===== src/rtl/warp_scoreboard.sv =====
// Per-warp register scoreboard: shadows buffered packet registers, tracks pending dest writes, drives hazards.
// Optional SB_INORDER_EN: entry 1 of a warp is held while entry 0 of that warp is valid.
module warp_scoreboard #(
  parameter int NUM_WARP     = 4,
  parameter int NUM_WARP_LOG = 2,
  parameter int RW           = 5,
  parameter int SB_DEPTH     = 4
) (
  input  logic                    clk,
  input  logic                    reset,
  input  logic [NUM_WARP_LOG-1:0] decodedWarp_i,
  input  logic                    decodedPacket0Valid_i,
  input  logic                    decodedPacket1Valid_i,
  input  logic [4*(RW+1)-1:0]     decodedRegs0_i,
  input  logic [4*(RW+1)-1:0]     decodedRegs1_i,
  input  logic                    flush_i,
  input  logic [NUM_WARP_LOG-1:0] flushWarp_i,
  input  logic                    stall_i,
  input  logic                    issueValid_i,
  input  logic [NUM_WARP_LOG-1:0] issueWarp_i,
  input  logic                    issueEntry_i,
  input  logic                    issueDstValid_i,
  input  logic [RW-1:0]           issueDst_i,
  input  logic                    wbValid_i,
  input  logic [NUM_WARP_LOG-1:0] wbWarp_i,
  input  logic [RW-1:0]           wbReg_i,
  output logic [NUM_WARP-1:0]     hazardVector0_o,
  output logic [NUM_WARP-1:0]     hazardVector1_o,
  output logic [NUM_WARP-1:0]     sbEmptyVector_o,
  output logic                    overflow_o
);
  localparam int FW  = RW + 1;
  localparam int PW  = 4 * FW;
  localparam int SLW = (SB_DEPTH > 1) ? $clog2(SB_DEPTH) : 1;

  logic [NUM_WARP-1:0]    s0_valid, s1_valid, s0_valid_n, s1_valid_n;
  logic [PW-1:0]          s0_regs [NUM_WARP];
  logic [PW-1:0]          s1_regs [NUM_WARP];
  logic [SB_DEPTH-1:0]    slot_valid   [NUM_WARP];
  logic [SB_DEPTH-1:0]    slot_valid_n [NUM_WARP];
  logic [SB_DEPTH*RW-1:0] slot_addr    [NUM_WARP];
  logic [SB_DEPTH*RW-1:0] slot_addr_n  [NUM_WARP];
  logic                   overflow_q, overflow_n;
  logic                   cap0, cap1, issue_q, free_found;
  logic [SLW-1:0]         free_idx;

  // Same qualification as the buffer's RAM write enable and selection.
  assign cap0    = decodedPacket0Valid_i && !stall_i && !(flush_i && flushWarp_i == decodedWarp_i);
  assign cap1    = decodedPacket1Valid_i && !stall_i && !(flush_i && flushWarp_i == decodedWarp_i);
  assign issue_q = issueValid_i && !stall_i && !(flush_i && flushWarp_i == issueWarp_i);

  always_comb begin
    s0_valid_n = s0_valid;
    s1_valid_n = s1_valid;
    if (flush_i) begin
      s0_valid_n[flushWarp_i] = 1'b0;
      s1_valid_n[flushWarp_i] = 1'b0;
    end
    if (issue_q) begin
      if (issueEntry_i) s1_valid_n[issueWarp_i] = 1'b0;
      else              s0_valid_n[issueWarp_i] = 1'b0;
    end
    // Capture is applied last so it wins over an issue-clear of the same entry.
    if (cap0) s0_valid_n[decodedWarp_i] = 1'b1;
    if (cap1) s1_valid_n[decodedWarp_i] = 1'b1;

    for (int w = 0; w < NUM_WARP; w++) begin
      slot_valid_n[w] = slot_valid[w];
      slot_addr_n[w]  = slot_addr[w];
      if (wbValid_i && wbWarp_i == NUM_WARP_LOG'(w)) begin
        for (int s = 0; s < SB_DEPTH; s++) begin
          if (slot_valid[w][s] && slot_addr[w][s*RW +: RW] == wbReg_i) slot_valid_n[w][s] = 1'b0;
        end
      end
    end

    // Free slot is chosen from pre-cycle state; a slot released this cycle is not reused.
    free_found = 1'b0;
    free_idx   = '0;
    for (int s = 0; s < SB_DEPTH; s++) begin
      if (!slot_valid[issueWarp_i][s] && !free_found) begin
        free_found = 1'b1;
        free_idx   = SLW'(s);
      end
    end

    overflow_n = overflow_q;
    if (issue_q && issueDstValid_i) begin
      if (free_found) begin
        slot_valid_n[issueWarp_i][free_idx]         = 1'b1;
        slot_addr_n[issueWarp_i][free_idx*RW +: RW] = issueDst_i;
      end else begin
        overflow_n = 1'b1;
      end
    end
  end

  always_ff @(posedge clk) begin
    if (reset) begin
      s0_valid   <= '0;
      s1_valid   <= '0;
      overflow_q <= 1'b0;
      for (int w = 0; w < NUM_WARP; w++) begin
        s0_regs[w]    <= '0;
        s1_regs[w]    <= '0;
        slot_valid[w] <= '0;
        slot_addr[w]  <= '0;
      end
    end else begin
      s0_valid   <= s0_valid_n;
      s1_valid   <= s1_valid_n;
      overflow_q <= overflow_n;
      for (int w = 0; w < NUM_WARP; w++) begin
        slot_valid[w] <= slot_valid_n[w];
        slot_addr[w]  <= slot_addr_n[w];
      end
      if (cap0) s0_regs[decodedWarp_i] <= decodedRegs0_i;
      if (cap1) s1_regs[decodedWarp_i] <= decodedRegs1_i;
    end
  end

  function automatic logic entry_hazard(input logic [PW-1:0] regs,
                                        input logic [SB_DEPTH-1:0] sv,
                                        input logic [SB_DEPTH*RW-1:0] sa);
    logic h;
    h = 1'b0;
    for (int k = 0; k < 4; k++) begin
      if (regs[k*FW+RW]) begin
        for (int s = 0; s < SB_DEPTH; s++) begin
          if (sv[s] && regs[k*FW +: RW] == sa[s*RW +: RW]) h = 1'b1;
        end
      end
    end
    // A dest with nowhere to be reserved must wait for a free slot.
    if (regs[3*FW+RW] && (&sv)) h = 1'b1;
    return h;
  endfunction

  always_comb begin
    hazardVector0_o = '0;
    hazardVector1_o = '0;
    sbEmptyVector_o = '0;
    for (int w = 0; w < NUM_WARP; w++) begin
      hazardVector0_o[w] = s0_valid[w] && entry_hazard(s0_regs[w], slot_valid[w], slot_addr[w]);
`ifdef SB_INORDER_EN
      hazardVector1_o[w] = s1_valid[w] &&
                           (entry_hazard(s1_regs[w], slot_valid[w], slot_addr[w]) || s0_valid[w]);
`else
      hazardVector1_o[w] = s1_valid[w] && entry_hazard(s1_regs[w], slot_valid[w], slot_addr[w]);
`endif
      sbEmptyVector_o[w] = ~(|slot_valid[w]);
    end
  end

  assign overflow_o = overflow_q;

endmodule


===== config.mk =====
export PLATFORM = sky130hd
export DESIGN_NAME = warp_scoreboard
export DESIGN_NICKNAME = d
export VERILOG_FILES = /design/src/rtl/warp_scoreboard.sv
export SDC_FILE = /design/constraint.sdc
export NUM_CORES = 1
export LEC_CHECK = 0
export BUFFER_PORTS_ARGS = -buffer_cell sky130_fd_sc_hd__buf_2
export CAP_MARGIN = 30
export CORE_MARGIN = 2
export CORE_UTILIZATION = 65
export DETAILED_ROUTE_END_ITERATION = 12
export GPL_ROUTABILITY_DRIVEN = 0
export PLACE_DENSITY_LB_ADDON = 0.3
export SLEW_MARGIN = 20
export SYNTH_ARGS = -nofsm -noshare
export SYNTH_HDL_FRONTEND = slang
export SYNTH_SLANG_ARGS = --single-unit

===== constraint.sdc =====
create_clock -name clk -period 4.2 [get_ports clk]
set_input_delay 0.21 -clock clk [delete_from_list [all_inputs] [get_ports clk]]
set_output_delay 0.21 -clock clk [all_outputs]
set_load 0.005 [all_outputs]

==> results.py, run 1 <==
metrics = {
    "sta": {
        "maxSlewHeadroom_pct": 30.5,
        "fin_setup_tns_ps": 0,
        "hold_viol": 0,
        "period_share_pct": 78.9,
        "min_period_ps": 3310,
        "rsz0062_at_grt": "no",
        "slew_viol_final": 0,
        "fin_skew_ps": 32.0,
        "setup_viol_count_final": 0,
        "fin_ws_ps": 886,
        "worst_slew_pin_slew_ps": 1040,
        "max_freq_mhz": 302,
    },
    "routing": {
        "drc": 0,
        "vias": 17400,
        "routedWlPerCell_um": 28.7,
        "ant_nets": 0,
        "first_pass_iters": 7,
        "routed_wl_um": 71200,
        "vias_per_cell": 6.99,
        "drtIter0Drc": 2642,
    },
    "place": {
        "dp.cells": 2394,
        "io_buffers": 88,
        "hpwl_um": 45700,
        "dpl_cell_area_um2": 20700,
        "pre_cts_slack_ps": 994,
    },
    "floorplan": {
        "pin_count": 89,
        "rows": 64,
        "start_util_pct": 66.0,
        "die_y_um": 180,
        "fp.dieW_um": 180,
        "dieArea_um2": 32600,
        "core_area_um2": 30700,
    },
    "worst_setup_path": {
        "crit_path_frequent_cell": "nor2_1",
        "path_delay_family": "simple AND/OR/NAND/NOR gates",
        "path_class": "reg2reg",
        "path_cells": "mux4_2, nor2b_1, nand2b_1, nand2_1, inv_1, ha_1, nand2_1, nor2_1, nand3_1, nor2_1, a22oi_1, nor2_1",
        "crit_required_ps": 4720,
        "end_kind": "flop",
        "cp_slowest_cell": "dfxtp_1",
        "cp_max_fo": 12,
        "path_buf_inv": 1,
        "r2r_slack_ps": 890,
        "max_stage_delay_ps": 730,
        "arrival_ps": 3830,
        "start_kind": "flop",
    },
    "worst_hold_path": {
        "min_path_type": "in2reg",
    },
    "yosys": {
        "synth_area_um2": 20200,
        "yosysSeqAreaShare_pct": 38.9,
        "synth.area.top_cells": "edfxtp_1 28%, xor2_1 24%, dfxtp_1 10%",
        "synth_area_leader_cell": "edfxtp_1",
        "synth.distinct_cells": 44,
        "synth-async-reset-ratio_pct": 0,
        "avgSynthCellArea_um2": 9.76,
        "dominantRegCellSynth": "edfxtp_1",
        "yosys_warnings": 0,
        "synth_top_cell_area_share_pct": 28.5,
        "netlist_instances": 2074,
        "syn-num-nets": 2158,
        "synth-edff-count": 192,
        "ys_ff_latch": 297,
    },
    "global_routing": {
        "first_global_vias": 16400,
        "use_met3_pct": 13.3,
        "globalRouteMet2Util_pct": 58.9,
        "grtUsageMet1_pct": 54.5,
        "grt_max_degree": 84,
        "grt_overflow": 0,
        "grt_pass1_wl_um": 103000,
        "grt_antenna_before_repair": 25,
        "busiest_layer": "met2",
        "grt_usage_pct": 42.2,
    },
    "clock_network": {
        "cts_sinks": 297,
        "cts-root-buf": "clkbuf_16",
        "cts_max_level": 1,
        "max-clock-path-buffers": 3,
        "insertion_delay_ps": 590,
        "cts_tree": "yes",
        "cts.clk_slew.worst_paths_ps": 60,
        "postCtsSetupBuffers": 0,
        "cts_made_buffers": 30,
    },
    "power": {
        "p_leak_uw": 0.00987,
        "power_density_nw_per_um2": 324,
        "max-vdd-ir-drop_mv": 0.361,
    },
    "layout": {
        "multi_input_area_um2": 11600,
        "n_fill_cell": 2189,
        "nets": 2120,
        "fin_cells": 2482,
        "regArea_um2": 7870,
        "final_cell_area_um2": 21800,
        "area_growth_pct": 7.90,
        "drive_above_1_share_pct": 9.27,
    },
    "run_status": {
        "status": "finished clean",
    },
    "run": {
        "max_cap_viol_count": 0,
    },
}
-- Yosys cell counts (3+ instances only) --
library cell and instances:
xor2_1 560, and3_1 192, edfxtp_1 192, xnor2_1 164, clkbuf_1 155, nand3_1 152, nor4_1 144, dfxtp_1 105
nor2_1 70, nand2_1 56, a22o_1 40, a22oi_1 40, nand4_1 24, buf_1 20, a31oi_1 18, inv_1 15
a32oi_1 12, a21oi_1 10, nor2b_1 9, a41oi_1 8, ha_1 8, nor2_2 8, o21ai_0 8, buf_2 7
a21o_1 6, and2_1 6, nand2b_1 6, o211ai_1 5, and4_1 4, mux4_2 4, o311ai_0 4, o41ai_1 4
nand4_4 3, nor3_4 3
-- worst min-delay path: cells and delay by family --
family / cells / cell delay, ps
AOI/OAI and AO/OA: 1 / 140
buffers and inverters: 1 / 130
and+or+nand+nor: 1 / 80
-- cell usage in the layout, fill, tap and decap left out, types with 56 or more instances in the layout --
cell type	n
xor2_1	560
and3_1	192
edfxtp_1	192
xnor2_1	164
nand3_1	152
nor4_1	144
dfxtp_1	105
buf_2	88
nor2_1	69
nand2_1	56
-- cells by family after synthesis --
| logic type | after synthesis | synth area share [%] |
|---|---|---|
| DFF | 297 | 38.9 |
| AOI/OAI and AO/OA | 158 | 5.97 |
| adders and majority gates | 8 | 0.494 |
| xor gates and xnor gates | 724 | 31.3 |
| muxes | 4 | 0.445 |
| and+or+nand+nor | 686 | 19.2 |
| buffers and inverters | 197 | 3.70 |
-- power by group --
group	total (uW)	switching, uW	internal [uW]
combinational	808	506	302
clock	2790	1180	1610
sequential	3490	231	3260
total	7080	1910	5170
-- per-stage QoR --
step | utilization (%) | hold WS [ps] | power [uW]
floorplan | - | 382 | 3990
global placement | 67.3 | 469 | 4260
detailed placement | 67.4 | 483 | 4300
CTS | 70.8 | 11.7 | 7010
global route | 71.0 | 39.7 | 7230
finish | 71.2 | 10.6 | 7080
-- final timing paths --
path / depth (start not counted) / from / to
worst min register to register: 2 / s0_valid[2]$_SDFF_PP0_ / s0_valid[2]$_SDFF_PP0_
worst max register to register: 12 / slot_valid[1][2]$_SDFF_PP0_ / slot_addr[3][18]$_SDFFE_PP0P_
worst max-delay path: 12 / slot_valid[1][2]$_SDFF_PP0_ / slot_addr[3][18]$_SDFFE_PP0P_
worst min-delay path: 3 / issueEntry_i / s0_valid[1]$_SDFF_PP0_
-- per-layer routing --
metal,up-vias,wire (um)
met5,-,117
met4,16,6170
li1,7287,-
met2,1579,29000
met3,396,11400
met1,8076,24500
-- state kept, by name, indices dropped and copies added (netlist names) --
register    count
s0_regs        96
s1_regs        96
slot_addr      80
slot_valid     16
s0_valid        4
s1_valid        4
overflow_o      1
-- cell type report --
| type | instances | area share, % |
|---|---|---|
| diodes | 26 | 0.298 |
| clock buffers | 40 | 4.24 |
| clock inverters | 16 | 0.515 |
| inverters | 15 | 0.258 |
| multi-input cells | 1580 | 53.3 |
| flip-flops and latches | 297 | 36.0 |
| well taps | 396 | 2.27 |
| repair buffers | 112 | 3.12 |
-- timing repair --
item,4_1_cts,5_1_grt
hold buffers,1,0
endpoints found under the hold margin,1,0
gates resized for setup,0,0
Power figures use the tool's default switching activity.
==> run 2, diff against run 1 <==
--- a/config.mk
+++ b/config.mk
@@ -8,7 +8,7 @@
 export BUFFER_PORTS_ARGS = -buffer_cell sky130_fd_sc_hd__buf_2
 export CAP_MARGIN = 30
 export CORE_MARGIN = 2
-export CORE_UTILIZATION = 65
+export CORE_UTILIZATION = 63
 export DETAILED_ROUTE_END_ITERATION = 12
 export GPL_ROUTABILITY_DRIVEN = 0
 export PLACE_DENSITY_LB_ADDON = 0.3
==> constraint.sdc (replaced) <==
create_clock -name clk -period 3.3 [get_ports clk]
set_input_delay 0.165 -clock clk [delete_from_list [all_inputs] [get_ports clk]]
set_output_delay 0.165 -clock clk [all_outputs]
set_load 0.005 [all_outputs]
==> run 2 against run 1 <==
  * Critical path depth unchanged
  * Setup slack got worse by 590 ps
  * Sequential power increased by 27%
  * Critical endpoint is now slot_addr[0][15]$_SDFFE_PP0P_
  * Highest routed layer unchanged
==> results.py, run 2 (synthesis gave the netlist of run 1 again) <==
metrics = {
    "run_status": {
        "status": "finished clean",
    },
    "power": {
        "p_total_uw": 8910,
        "p_leak_uw": 0.00997,
        "power_density_nw_per_um2": 405,
        "max-vdd-ir-drop_mv": 0.468,
    },
    "layout": {
        "layout_common_cells": "560 x xor2_1, 192 x and3_1, 192 x edfxtp_1",
        "nets": 2146,
        "n_fill_cell": 2256,
        "drive_above_1_share_pct": 10.2,
        "fin_cells": 2527,
        "area_growth_pct": 8.74,
        "reg_top3": "s0_regs: 96 flops, s1_regs: 96 flops, slot_addr: 80 flops",
        "layout_commonest_cell": "xor2_1",
    },
    "floorplan": {
        "die_y_um": 183,
        "dieArea_um2": 33600,
        "core_area_um2": 31600,
        "fp.dieW_um": 183,
        "start_util_pct": 64.0,
        "rows": 65,
        "pin_count": 89,
    },
    "sta": {
        "min_period_ps": 3010,
        "worst_slew_pin_slew_ps": 1150,
        "fin_hold_ws_ps": 21.3,
        "max_freq_mhz": 333,
        "maxSlewHeadroom_pct": 23.1,
        "fin_ws_ps": 294,
        "fin_setup_tns_ps": 0,
        "hold_viol": 0,
        "period_share_pct": 91.1,
        "slew_viol_final": 0,
        "rsz0062_at_grt": "no",
        "setup_viol_count_final": 0,
        "fin_skew_ps": 12.3,
    },
    "routing": {
        "drtIter0Drc": 2330,
        "dr_wl_met3_um": 11600,
        "drc": 0,
        "ant_nets": 0,
        "vias": 17500,
        "wl_met1_um": 25000,
        "first_pass_iters": 6,
        "topRoutingLayerUsed": "met5",
        "met2WireLength_um": 29600,
        "routedWlPerCell_um": 28.4,
        "vias_per_cell": 6.91,
        "routed_wl_um": 71800,
    },
    "clock_network": {
        "cts_tree": "yes",
        "cts_sinks": 297,
        "insertion_delay_ps": 560,
        "cts.clk_slew.worst_paths_ps": 60,
        "cts_max_level": 1,
        "cts-root-buf": "clkbuf_16",
        "max-clock-path-buffers": 3,
        "cts_made_buffers": 29,
    },
    "global_routing": {
        "grt_usage_pct": 42.3,
        "grt_pass1_wl_um": 104000,
        "grt_antenna_before_repair": 27,
        "first_global_vias": 16500,
        "grt_overflow": 0,
        "grt_max_degree": 66,
    },
    "worst_hold_path": {
        "min_path_type": "in2reg",
        "hp-start": "decodedWarp_i[1]",
        "holdPathEnd": "s1_valid[3]$_SDFF_PP0_",
        "hold_depth": 3,
    },
    "worst_setup_path": {
        "start_kind": "flop",
        "cp_max_fo": 6,
        "r2r_cells": 12,
        "timing.rr.start": "slot_valid[3][3]$_SDFF_PP0_",
        "r2r_slack_ps": 290,
        "end_kind": "flop",
        "path_class": "reg2reg",
        "arrival_ps": 3480,
        "r2r_end": "slot_addr[0][15]$_SDFFE_PP0P_",
        "crit_required_ps": 3780,
    },
    "run": {
        "max_cap_viol_count": 0,
    },
    "place": {
        "hpwl_um": 47000,
        "pre_cts_slack_ps": 299,
        "dp.cells": 2431,
        "io_buffers": 88,
    },
}
[run 2: cell types whose count changed in the layout (fill, tap and decap cells not counted), moves of 2 or more]
| cell | before | now |
|---|---|---|
| clkbuf_16 | 36 | 34 |
| clkinv_2 | 11 | 5 |
| buf_4 | 16 | 47 |
| clkbuf_8 | 1 | 3 |
| clkbuf_1 | 3 | 5 |
| diode_2 | 26 | 41 |
| buf_8 | 6 | 0 |
[run 2: power breakdown]
group	internal (uW)	switching (uW)
clock	1990	1440
combinational	385	651
sequential	4140	293
[run 2: how the worst max path moves through the flow]
stage	from	slack (ps)	to	cells past startpoint
6_report	slot_valid[3][3]$_SDFF_PP0_	290	slot_addr[0][15]$_SDFFE_PP0P_	12
5_1_grt	slot_valid[0][3]$_SDFF_PP0_	50	slot_addr[0][15]$_SDFFE_PP0P_	12
4_1_cts	slot_valid[3][3]$_SDFF_PP0_	400	slot_addr[0][15]$_SDFFE_PP0P_	12
3_5_place_dp	issueWarp_i[0]	300	slot_addr[0][15]$_SDFFE_PP0P_	13
3_3_place_gp	issueWarp_i[0]	520	slot_addr[0][15]$_SDFFE_PP0P_	13
2_1_floorplan	issueWarp_i[1]	810	slot_addr[2][11]$_SDFFE_PP0P_	10
[run 2: cell type report]
| class | count | area (um^2) | share of cell area [%] |
|---|---|---|---|
| multi-input cells | 1580 | 11600 | 52.9 |
| flip-flops and latches | 297 | 7870 | 35.7 |
| clock buffers | 42 | 911 | 4.14 |
| repair buffers | 139 | 848 | 3.85 |
| well taps | 402 | 503 | 2.28 |
| diodes | 41 | 103 | 0.466 |
| clock inverters | 11 | 83.8 | 0.381 |
| inverters | 15 | 56.3 | 0.256 |
[run 2: metal layers]
metal  GRT usage [%]  vias to the layer above
met2            59.4                     1538
met3            15.5                      380
met5               0                        -
met1            53.2                     8210
met4            31.4                        6
li1                -                     7336
[run 2: worst max-delay path: stages, from the launching register on]
cell and delay, ps:
dfxtp_1 320, mux4_2 530, nor2b_1 240, nand2b_1 150
nand2_1 130, inv_1 160, ha_1 160, nand2_1 160
nor3_1 230, nand3_1 230, nor2_1 320, a22oi_1 130
nor2_1 170
[run 2: what timing repair did]
action	4_1_cts	5_1_grt
gates resized for setup	0	0
setup buffers	0	0
endpoints found under the setup margin	0	0
hold buffers	1	0
endpoints found under the hold margin	2	0
[run 2: metrics by stage]
| stage | util (%) | area [um^2] |
|---|---|---|
| 4_1_cts | 69.3 | 21900 |
| 2_1_floorplan | - | 20200 |
| 5_1_grt | 69.3 | 21900 |
| 6_report | 69.6 | 22000 |
| 3_3_place_gp | 66.1 | 20900 |
| 3_5_place_dp | 66.1 | 20900 |
